File: src/rtl/move_executor.sv
// Move executor: checks a move on the 10x10 bordered board RAM,
// flips bracketed discs along all 8 rays, then places the disc.
module move_executor #(
  parameter int ADDR_W     = 7,
  parameter int ROW_STRIDE = 10,
  parameter int CELLS      = 100
) (
  input  logic              clock,
  input  logic              reset,
  input  logic              board_ready,
  input  logic              start,
  input  logic [ADDR_W-1:0] pos,
  input  logic [1:0]        player,
  output logic              busy,
  output logic              done,
  output logic              legal,
  output logic [4:0]        flip_count,
  output logic [ADDR_W-1:0] ram_addr,
  output logic [1:0]        ram_wdata,
  output logic              ram_wren,
  input  logic [1:0]        ram_rdata
);

  typedef enum logic [2:0] {
    S_IDLE,
    S_CHECK,
    S_DIR,
    S_SCAN,
    S_FLIP,
    S_NEXT,
    S_PLACE,
    S_DONE
  } state_t;

  state_t            state_q, state_d;
  logic              ph_q, ph_d;
  logic [ADDR_W-1:0] pos_q, pos_d;
  logic [1:0]        player_q, player_d;
  logic [2:0]        dir_q, dir_d;
  logic [ADDR_W-1:0] ptr_q, ptr_d;
  logic [2:0]        run_q, run_d;
  logic [2:0]        k_q, k_d;
  logic [4:0]        flip_q, flip_d;
  logic              legal_q, legal_d;

  logic              bad_req;
  logic [1:0]        opp;
  logic [ADDR_W-1:0] step;

  function automatic logic [ADDR_W-1:0] off(
    input logic [2:0] d
  );
    logic [ADDR_W-1:0] r;
    unique case (d)
      3'd0: r = ADDR_W'(-(ROW_STRIDE + 1));
      3'd1: r = ADDR_W'(-ROW_STRIDE);
      3'd2: r = ADDR_W'(-(ROW_STRIDE - 1));
      3'd3: r = ADDR_W'(-1);
      3'd4: r = ADDR_W'(1);
      3'd5: r = ADDR_W'(ROW_STRIDE - 1);
      3'd6: r = ADDR_W'(ROW_STRIDE);
      3'd7: r = ADDR_W'(ROW_STRIDE + 1);
      default: r = '0;
    endcase
    return r;
  endfunction

  assign bad_req = (pos_q >= ADDR_W'(CELLS))
                || (player_q == 2'b00)
                || (player_q == 2'b11);
  assign opp  = ~player_q;
  assign step = off(dir_q);

  always_ff @(posedge clock or negedge reset) begin
    if (!reset) begin
      state_q  <= S_IDLE;
      ph_q     <= 1'b0;
      pos_q    <= '0;
      player_q <= '0;
      dir_q    <= '0;
      ptr_q    <= '0;
      run_q    <= '0;
      k_q      <= '0;
      flip_q   <= '0;
      legal_q  <= 1'b0;
    end else begin
      state_q  <= state_d;
      ph_q     <= ph_d;
      pos_q    <= pos_d;
      player_q <= player_d;
      dir_q    <= dir_d;
      ptr_q    <= ptr_d;
      run_q    <= run_d;
      k_q      <= k_d;
      flip_q   <= flip_d;
      legal_q  <= legal_d;
    end
  end

  always_comb begin
    state_d  = state_q;
    ph_d     = ph_q;
    pos_d    = pos_q;
    player_d = player_q;
    dir_d    = dir_q;
    ptr_d    = ptr_q;
    run_d    = run_q;
    k_d      = k_q;
    flip_d   = flip_q;
    legal_d  = legal_q;
    unique case (state_q)
      S_IDLE: begin
        if (start && board_ready) begin
          pos_d    = pos;
          player_d = player;
          flip_d   = '0;
          legal_d  = 1'b0;
          ph_d     = 1'b0;
          state_d  = S_CHECK;
        end
      end
      S_CHECK: begin
        if (!ph_q) begin
          if (bad_req) state_d = S_DONE;
          else         ph_d    = 1'b1;
        end else begin
          ph_d = 1'b0;
          if (ram_rdata != 2'b00) begin
            state_d = S_DONE;
          end else begin
            dir_d   = '0;
            state_d = S_DIR;
          end
        end
      end
      S_DIR: begin
        ptr_d   = pos_q + step;
        run_d   = '0;
        ph_d    = 1'b0;
        state_d = S_SCAN;
      end
      S_SCAN: begin
        if (!ph_q) begin
          ph_d = 1'b1;
        end else begin
          ph_d = 1'b0;
          if (ram_rdata == opp && run_q != 3'd7) begin
            run_d = run_q + 3'd1;
            ptr_d = ptr_q + step;
          end else if (ram_rdata == player_q
                       && run_q != 3'd0) begin
            ptr_d   = pos_q + step;
            k_d     = 3'd1;
            state_d = S_FLIP;
          end else begin
            state_d = S_NEXT;
          end
        end
      end
      S_FLIP: begin
        ptr_d = ptr_q + step;
        k_d   = k_q + 3'd1;
        if (k_q == run_q) begin
          flip_d  = flip_q + {2'b00, run_q};
          state_d = S_NEXT;
        end
      end
      S_NEXT: begin
        if (dir_q == 3'd7) begin
          state_d = (flip_q != '0) ? S_PLACE : S_DONE;
        end else begin
          dir_d   = dir_q + 3'd1;
          state_d = S_DIR;
        end
      end
      S_PLACE: begin
        legal_d = 1'b1;
        state_d = S_DONE;
      end
      S_DONE: begin
        state_d = S_IDLE;
      end
      default: state_d = S_IDLE;
    endcase
  end

  always_comb begin
    busy       = (state_q != S_IDLE)
              && (state_q != S_DONE);
    done       = (state_q == S_DONE);
    legal      = legal_q;
    flip_count = flip_q;
    ram_wren   = 1'b0;
    ram_wdata  = '0;
    ram_addr   = '0;
    unique case (state_q)
      S_CHECK: begin
        if (!bad_req) ram_addr = pos_q;
      end
      S_SCAN: begin
        ram_addr = ptr_q;
      end
      S_FLIP: begin
        ram_addr  = ptr_q;
        ram_wren  = 1'b1;
        ram_wdata = player_q;
      end
      S_PLACE: begin
        ram_addr  = pos_q;
        ram_wren  = 1'b1;
        ram_wdata = player_q;
      end
      default: ;
    endcase
  end

endmodule

File: config.mk
export PLATFORM = sky130hd
export DESIGN_NAME = move_executor
export DESIGN_NICKNAME = d
export VERILOG_FILES = /design/src/rtl/move_executor.sv
export SDC_FILE = /design/constraint.sdc
export NUM_CORES = 1
export LEC_CHECK = 0
export CAP_MARGIN = 20
export CELL_PAD_IN_SITES_DETAIL_PLACEMENT = 0
export CELL_PAD_IN_SITES_GLOBAL_PLACEMENT = 1
export CORE_UTILIZATION = 40
export DETAILED_ROUTE_END_ITERATION = 12
export DONT_BUFFER_PORTS = 1
export HOLD_SLACK_MARGIN = 0.15
export PLACE_DENSITY = 0.74
export SYNTH_ARGS = -nofsm -noshare
export SYNTH_HDL_FRONTEND = slang
export SYNTH_SLANG_ARGS = --single-unit
export TNS_END_PERCENT = 5
File: constraint.sdc
create_clock -name clock -period 6 [get_ports clock]
set_clock_uncertainty 0.2 [all_clocks]
set_input_delay 1.8 -clock clock [delete_from_list [all_inputs] [get_ports clock]]
set_output_delay 1.8 -clock clock [all_outputs]
set_load 0.01 [all_outputs]
# After elaboration in Yosys (flattened, before gate mapping)

Memories as Yosys holds them, arrays and structs flattened.
Cells that the tools add are included.

$mul: 0
Add/sub/neg operators: 6
Shift-type cells: 0
Bitwise gates (word level): 1
Mux-type cells: 39
Div/mod/pow operators: 0
Eq/ne operators: 25
Magnitude comparators: 1
Reductions and logical operators: 30

Operators with widths:

| operator                                                 | number |
|---|---|
| 2-to-1 mux 3 bit                                         | 16 |
| one-hot mux 7 bit (3 select lines)                       | 2 |
| 2-to-1 mux 7 bit                                         | 4 |
| one-hot mux 3 bit (8 select lines)                       | 1 |
| != test 2 bit, second input constant                     | 9 |
| one-hot mux 3 bit (2 select lines)                       | 3 |
| == test 3 bit, second input constant                     | 5 |
| adder 7 bit                                              | 2 |
| != test 3 bit, second input constant                     | 4 |
| nonzero test 2 bit                                       | 6 |
| 2-to-1 mux 5 bit                                         | 2 |
| one-hot mux 5 bit (2 select lines)                       | 1 |
| adder 3 x 1 -> 3 bit, second input constant              | 3 |
| AND reduction 3 bit                                      | 3 |
| nonzero test 3 bit                                       | 3 |
| AND reduction 4 bit                                      | 2 |
| greater-or-equal comparator 7 bit, second input constant | 1 |
| 2-to-1 mux 1 bit                                         | 7 |
| == test 3 x 2 -> 1 bit, second input constant            | 2 |
| AND reduction 2 bit                                      | 3 |
| adder 5 x 3 -> 5 bit                                     | 1 |
| AND reduction 5 bit                                      | 1 |
| nonzero test 5 bit                                       | 1 |
| == test 2 bit                                            | 2 |
| 13 further kinds                                         | 18 |

Flip-flop bits (word level): 35
ROM bits: 56
Bits in latches: 0
Logic and storage cells: 113
Memories: 1
Bits of input ports: 15
Memory bits (writable): 0
Output and inout bits: 18

Memories:

| name             | depth | width | read ports | clocked after memory_dff | wr ports | RTL line | text |
|---|---|---|---|---|---|---|---|
| (name not given) | 8     | 7     | 1          | 0                        | 0        | 54       | `unique case (d)` |

# Longest topological paths before layout

Gate-level depths: netlist of run 1.

Depth in word-level cells: 6
Mapped depth: 11
Depth with buffers taken out: 11

# Least setup slack after synthesis of run 1

OpenSTA, ideal clock, no wires.

Kind: input to register
From: in ram_rdata[0]
To: reg ptr_q[6]
Setup slack: 2602 ps
Setup time: 90 ps
Required time: 5710 ps
Data arrival time: 3108 ps
Stages on the path: 5
Cell sequence: xor2_1 or4b_4 o311ai_4 or3b_1 o221ai_1

Longest elaborated chain between the ends: 5

RTL lines:

| item                               | RTL line | text |
|---|---|---|
| start, declared                    | 21       | `input logic [1:0] ram_rdata` |
| == test 2 bit                      | 147      | `if (ram_rdata == opp && run_q != 3'd7) begin` |
| logical AND 1 bit                  | 147      |  |
| 2-to-1 mux 7 bit                   | 147      |  |
| 2-to-1 mux 7 bit                   | 143      | `if (!ph_q) begin` |
| one-hot mux 7 bit (3 select lines) | 111      | `unique case (state_q)` |
| end signal, assigned               | 92       | `ptr_q <= ptr_d;` |
| end, declared                      | 40       | `logic [ADDR_W-1:0] ptr_q, ptr_d;` |

Parallel ways exist; a longest one is shown, timed or not. The select of a mux whose other input is x is not followed.
A chain may end at the register's enable or synchronous reset.

# Worst setup path after layout of run 1

From: reg state_q[1]
To: out ram_addr[4]

Longest elaborated chain between the ends: 3

RTL lines:

| item                                                    | RTL line | text |
|---|---|---|
| start, declared                                         | 35       | `state_t state_q, state_d;` |
| start signal, assigned                                  | 87       | `state_q <= state_d;` |
| == test 3 bit or == test 3 x 2 -> 1 bit (tied branches) | 196      | `unique case (state_q)` |
| OR reduction 2 bit (no source line)                     | n/a      |  |
| one-hot mux 7 bit (3 select lines) *                    | 196      |  |
| end, declared                                           | 18       | `output logic [ADDR_W-1:0] ram_addr,` |

Every way passes the cells marked *; elsewhere a longest branch is shown, timed or not.

==> metrics.md, run 1 <==
| Metric | Value |
|---|---|
| I/O Buffers | 0 |
| Core Area | 6460 um2 |
| Syn avg cell area | between 9 and 10 um2 |
| Slew HR | 0.591 |
| CP max FO | 8 |
| Share of layout cells above drive strength 1 | 0.0831 |
| Sink Count | 35 |
| Yosys cell types | 45 |
| Clock buffer depth | 2 |
| Max Freq | about 250 MHz |
| Area of the multi-input gates | 1740 um2 |
| Class of the worst hold path | reg -> reg |
| CTS tree | yes |
| CTS Buf Count | 5 |
| Status | completed |
| WL per Instance | between 15 and 20 um |
| Leak | between 1 and 1.5 nW |
| Fin. Hold Viols | 0 |
| PwrDens | 597 nW/um2 |
| Tmin final | 3.99 ns |
| # resized after CTS | 0 |
| Worst IR Drop VDD | around 0.28 mV |
| Fin. max-slew vios | 0 |
| Critical path type | reg -> out |
| Placer congestion estimate | 0.822 |
| Top FF cell, synth | dfrtp_1 |
| Total gr overflow | 0 |
| Worst Path Buf+Inv | 1 |
| Die area | 7130 um2 |
| Final period utilization | 0.665 |
| Routed vias | 2,129 |
| Total GRT Usage | 0.194 |
| Initial DRC Count | 90 |
| CP required | 4.00 ns |
| Crit path DAT | slightly below 2 ns |
| Slowest stage cell, crit path | dfrtp_1 |
| Initial cell density of the core | 0.421 |
| Diodes inserted | 0 |
| Clock Latency Late Sink | 0.29 ns |
| Post-route ant nets | 0 |
| MaxCap Viol Count | 0 |
| Most frequent cells in the layout | dfrtp_1, nand2_1, ha_1, o21ai_0, nor2_1 |
| Post-synthesis sequential area ratio | 0.322 |
| Crit path cell chain | inv_1 -> ha_1 -> nor2b_1 -> nand3_1 -> nand2_1 -> a22o_1 |
| Hold_buf cts | 0 |
| Kind of cell adding the most delay to the critical path | simple AND/OR/NAND/NOR gates |
| Drt drc | 0 |
| H-tree levels | 2 |
| Layout Area Growth over Synthesis | 5.70% |
| Syn Nets | 345 |
| Final WL | between 6 and 7 mm |
| Fin nets | 346 |
| Root buffer cell | clkbuf_8 |
| Worst Tran Pin Value | 0.612 ns |
| Final TNS setup | 0 ns |
| Drt pass-1 iters | 4 |
| Post-synth EDFFs | 0 |
| Die Width | 84.5 um |
| CP peak stage delay | 0.41 ns |
| Postcts setup bufs | 0 |
| RSZ-0062 raised after global routing | no |
| IO Count | 33 |
| Number of global-route vias before repair | around 2,100 |
| Row cnt | 29 |
| Die height | 84.5 um |
| Reg clk slew, reported paths | around 0.08 ns |
| Post-Synthesis Cells | 299 |
| Post-synth ARST share | 1.00 |
| Final setup viols | 0 |
| CP Capture Type | output pin |
| Yosys warns | 0 |
| Register area | 876 um2 |
| Global-route wire length before repair | 10.8 mm |
| Pre-CTS setup slack | ~2.3 ns |
| Commonest non-fill, non-tap cell in the layout | dfrtp_1 |
| DP Wirelength | 5.04 mm |
| FILL cells | roughly 650 |
| Synth Register Bits | 35 |
| Post-Syn Area | 2720 um2 |
| Largest net degree at the start of global routing | 36 |
| Worst setup margin | 2.01 ns |
| Initial antenna violation count | 0 |
| Startpoint Class | flop |
| DR vias/cell | 5.63 |
==> cells by family (layout without fill, tap and decap cells) <==
logic type | count (synthesis) | in the layout | synth area share
adders and majority gates | 31 | 31 | 0.151
muxes | 15 | 15 | 0.0603
and+or+nand+nor | 100 | 100 | 0.190
DFF | 35 | 35 | 0.322
buffers and inverters | 25 | 27 | 0.0373
xor gates and xnor gates | 13 | 13 | 0.0419
AOI/OAI and AO/OA | 80 | 80 | 0.197
==> Yosys cell counts, types with 2 or more instances <==
| library cell | n | area, um2 |
|---|---|---|
| dfrtp_1 | 35 | 876 |
| nand2_1 | 31 | 116 |
| ha_1 | 28 | 350 |
| o21ai_0 | 23 | 115 |
| nor2_1 | 22 | 82.6 |
| inv_1 | 18 | 67.6 |
| a21oi_1 | 16 | 80.1 |
| mux2_2 | 11 | 124 |
| nor2b_1 | 10 | 62.6 |
| a22o_1 | 9 | 78.8 |
| xor2_1 | 8 | 70.1 |
| and2_1 | 7 | 43.8 |
| nand3_1 | 7 | 35.0 |
| a211oi_1 | 5 | 37.5 |
| a21o_1 | 5 | 37.5 |
| a31oi_1 | 5 | 31.3 |
| nor3b_1 | 5 | 37.5 |
| xnor2_1 | 5 | 43.8 |
| mux2i_1 | 4 | 40.0 |
| nand2b_1 | 4 | 25.0 |
| buf_2 | 3 | 15.0 |
| clkbuf_1 | 3 | 11.3 |
| fa_1 | 3 | 60.1 |
| nor3_1 | 3 | 15.0 |
| o311ai_0 | 3 | 26.3 |
| or2_2 | 3 | 18.8 |
| a22oi_1 | 2 | 15.0 |
| nand4b_1 | 2 | 17.5 |
| nor4_1 | 2 | 12.5 |
| o31ai_1 | 2 | 15.0 |
==> area by class of cell <==
cell class | count | area share
Multi-Input combinational cell | 239 | 0.606
Sequential cell | 35 | 0.305
Tap cell | 77 | 0.0335
Clock buffer | 6 | 0.0252
Inverter | 18 | 0.0235
Clock inverter | 2 | 0.00435
Timing Repair Buffer | 1 | 0.00261
==> registers in the layout, indices dropped and copies added (netlist names) <==
| register | flops |
|---|---|
| k_q | 3 |
| pos_q | 7 |
| run_q | 3 |
| ph_q | 1 |
| dir_q | 3 |
| flip_count | 5 |
| ptr_q | 7 |
| legal | 1 |
| state_q | 3 |
| player_q | 2 |
==> layer usage <==
layer  GRT usage  vias up  wire length [um]
li1            -     1072                 -
met1       0.276     1006              3200
met2       0.309       46              2990
met3      0.0344        5               264
met4      0.0462        0                60
met5           0        -                 0
==> metrics by stage <==
stage                     instances  utilization  hold slack (ns)  area (um2)  power [mW]
after floorplan                 299            -            0.292        2720        1.30
after global placement          369        0.431            0.322        2780        1.52
after detailed placement        369        0.431            0.327        2780        1.54
after CTS                       377        0.444            0.342        2870        1.72
after global routing            378        0.445            0.371        2880        1.88
final                           378        0.445            0.342        2880        1.72
==> final timing paths <==
kind                       cells after the start           to  slack, ns  startpoint
max                                            6  ram_addr[4]       2.01  state_q[1]
min                                            1       k_q[0]       0.34      k_q[0]
max reg2reg                                    8     ptr_q[6]       2.79    dir_q[2]
min reg2reg                                    1       k_q[0]       0.34      k_q[0]
max in group asynchronous                      0  player_q[1]       4.51       reset
min in group asynchronous                      0       k_q[0]       0.99       reset
==> report_power, final <==
part / internal (mW) / switching, mW / total (mW) / leakage, nW
Combinational: 0.455 / 0.595 / 1.05 / 0.824
Clock: 0.0812 / 0.0912 / 0.172 / 0.0412
Sequential: 0.342 / 0.152 / 0.493 / 0.431
Total: 0.878 / 0.838 / 1.72 / 1.30
Note: power is estimated with default switching activity, not from simulation.
==> run 2, diff against run 1 <==
==> constraint.sdc (replaced) <==
create_clock -name clock -period 3.9 [get_ports clock]
set_clock_uncertainty 0.2 [all_clocks]
set_input_delay 1.17 -clock clock [delete_from_list [all_inputs] [get_ports clock]]
set_output_delay 1.17 -clock clock [all_outputs]
set_load 0.01 [all_outputs]
==> run 2 against run 1 <==
Net effect: critical path depth up 1; via count increased by 1.8%; sequential power increased by 52%; count of clock-buffer cells in the layout up 1; register-to-register slack lost 2.0 ns; global-route usage shrank 0.61 points; cell count up 0.53%; non-clock buffer count up 2; power increased by 53%.
==> metrics.md, run 2 (same netlist as run 1, synthesis figures left out) <==
| Metric | Value |
|---|---|
| Status | completed |
| Fin nets | 348 |
| Startpoint Class | flop |
| Combinational power share | 0.615 |
| CTS Buf Count | 5 |
| Post-route insts no fill | 380 |
| Reg clk slew, reported paths | 0.07 ns |
| Number of global-route vias before repair | around 2,100 |
| Final period utilization | 0.848 |
| Total GRT Usage | 0.188 |
| FILL cells | 644 |
| Internal Power | 1.36 mW |
| Hold_buf cts | 0 |
| Placed insts | 372 |
| Worst IR Drop VDD | roughly 0.35 mV |
| Initial cell density of the core | 0.421 |
| Sequential share of power | 0.286 |
| Most frequent cells in the layout | dfrtp_1, nand2_1, ha_1, o21ai_0, nor2_1 |
| IO Count | 33 |
| CTS tree | yes |
| Register-to-register setup slack | 0.77 ns |
| Final core utilization | 0.447 |
| Post-route ant nets | 0 |
| Max Freq | ~300 MHz |
| H-tree levels | 2 |
| MaxCap Viol Count | 0 |
| Worst Reg-to-Reg Cells | 9 |
| Root buffer cell | clkbuf_8 |
| CP startpoint | state_q[1] |
| Leak | 1.31 nW |
| WL per Instance | 16.4 um |
| Worst setup margin | just under 0.6 ns |
| Min-Delay Path Depth | 1 |
| Clock buffer depth | 2 |
| # resized after CTS | 0 |
| Crit path DAT | 1.94 ns |
| RSZ-0062 raised after global routing | no |
| Routed vias | 2,167 |
| Die height | 84.5 um |
| Hold_sp | k_q[0] |
| Core Area | 6460 um2 |
| CP Capture Type | output pin |
| Final TNS setup | 0 ns |
| Worst Hold Path EP | k_q[0] |
| Critical path type | reg -> out |
| Switching power total | 1.27 mW |
| Final instance area | 2890 um2 |
| Tmin final | 3.31 ns |
| Pre-CTS setup slack | between 0.8 and 0.9 ns |
| Commonest non-fill, non-tap cell in the layout | dfrtp_1 |
| Initial DRC Count | 145 |
| Fin. Hold Viols | 0 |
| Worst Tran Pin Value | 0.631 ns |
| Placer congestion estimate | 0.874 |
| CP max FO | 8 |
| DP Wirelength | 4.73 mm |
| Initial antenna violation count | 0 |
| Slew HR | 0.579 |
| Overall power | 2.63 mW |
| PwrDens | around 910 nW/um2 |
| DP Area | 2810 um2 |
| Drt pass-1 iters | 4 |
| Final WL | 6.24 mm |
| Sink Count | 35 |
| Drt drc | 0 |
| Reg2reg start | dir_q[2] |
| Largest net degree at the start of global routing | 36 |
| Fin Hold WS | 0.339 ns |
| Class of the worst hold path | reg -> reg |
| Clk pwr share | 0.099 |
| Fin. max-slew vios | 0 |
| Final setup viols | 0 |
| Reg-to-reg endpoint | ptr_q[6] |
| DR vias/cell | 5.70 |
| Share of layout cells above drive strength 1 | 0.0858 |
| Die Width | 84.5 um |
| Postcts setup bufs | 0 |
| Clock Latency Late Sink | 0.29 ns |
| CP required | approximately 2.5 ns |
| Diodes inserted | 0 |
| I/O Buffers | 0 |
| Net Sw Frac | 0.482 |
| Total gr overflow | 0 |
| Layout Area Growth over Synthesis | 6.12% |
| Global-route wire length before repair | 10.6 mm |
| Die area | 7130 um2 |
| Row cnt | 29 |
## run 2: layout make-up
class	instances	area, um2	share of cell area
multi-input cells	239	1740	0.604
flip-flops and latches	35	876	0.303
well taps	77	96.3	0.0334
clock inverters	1	5.00	0.00173
inverters	18	67.6	0.0234
repair buffers	3	22.5	0.00780
clock buffers	7	76.3	0.0264
## run 2: worst max path at each step
stage	end	cells past startpoint
floorplan	ptr_q[6]	5
global placement	ptr_q[6]	5
detailed placement	ptr_q[6]	5
CTS	ram_addr[5]	7
global route	ram_addr[5]	7
finish	ram_addr[5]	7
## run 2: critical path, cell delays in order (launching register included)
cell     delay (ns)
dfrtp_1        0.42
inv_1          0.10
ha_1           0.14
buf_4          0.15
nor2b_1        0.22
nand3_1        0.12
nand2_1        0.25
a22o_1         0.25
## run 2: power groups by stage
| stage | sequential (mW) | clock, mW | combinational [mW] |
|---|---|---|---|
| 6_report | 0.751 | 0.260 | 1.62 |
| 4_1_cts | 0.751 | 0.268 | 1.61 |
| 5_1_grt | 0.784 | 0.278 | 1.83 |
| 3_3_place_gp | 0.755 | 0 | 1.59 |
| 2_1_floorplan | 0.672 | 0 | 1.32 |
| 3_5_place_dp | 0.757 | 0 | 1.60 |
## run 2: routing by layer
metal,track usage,vias to the layer above,share of wire
li1,-,1081,-
met1,0.272,1030,0.50
met2,0.286,49,0.44
met3,0.0324,7,0.047
met4,0.0632,0,0.012
met5,0,-,0
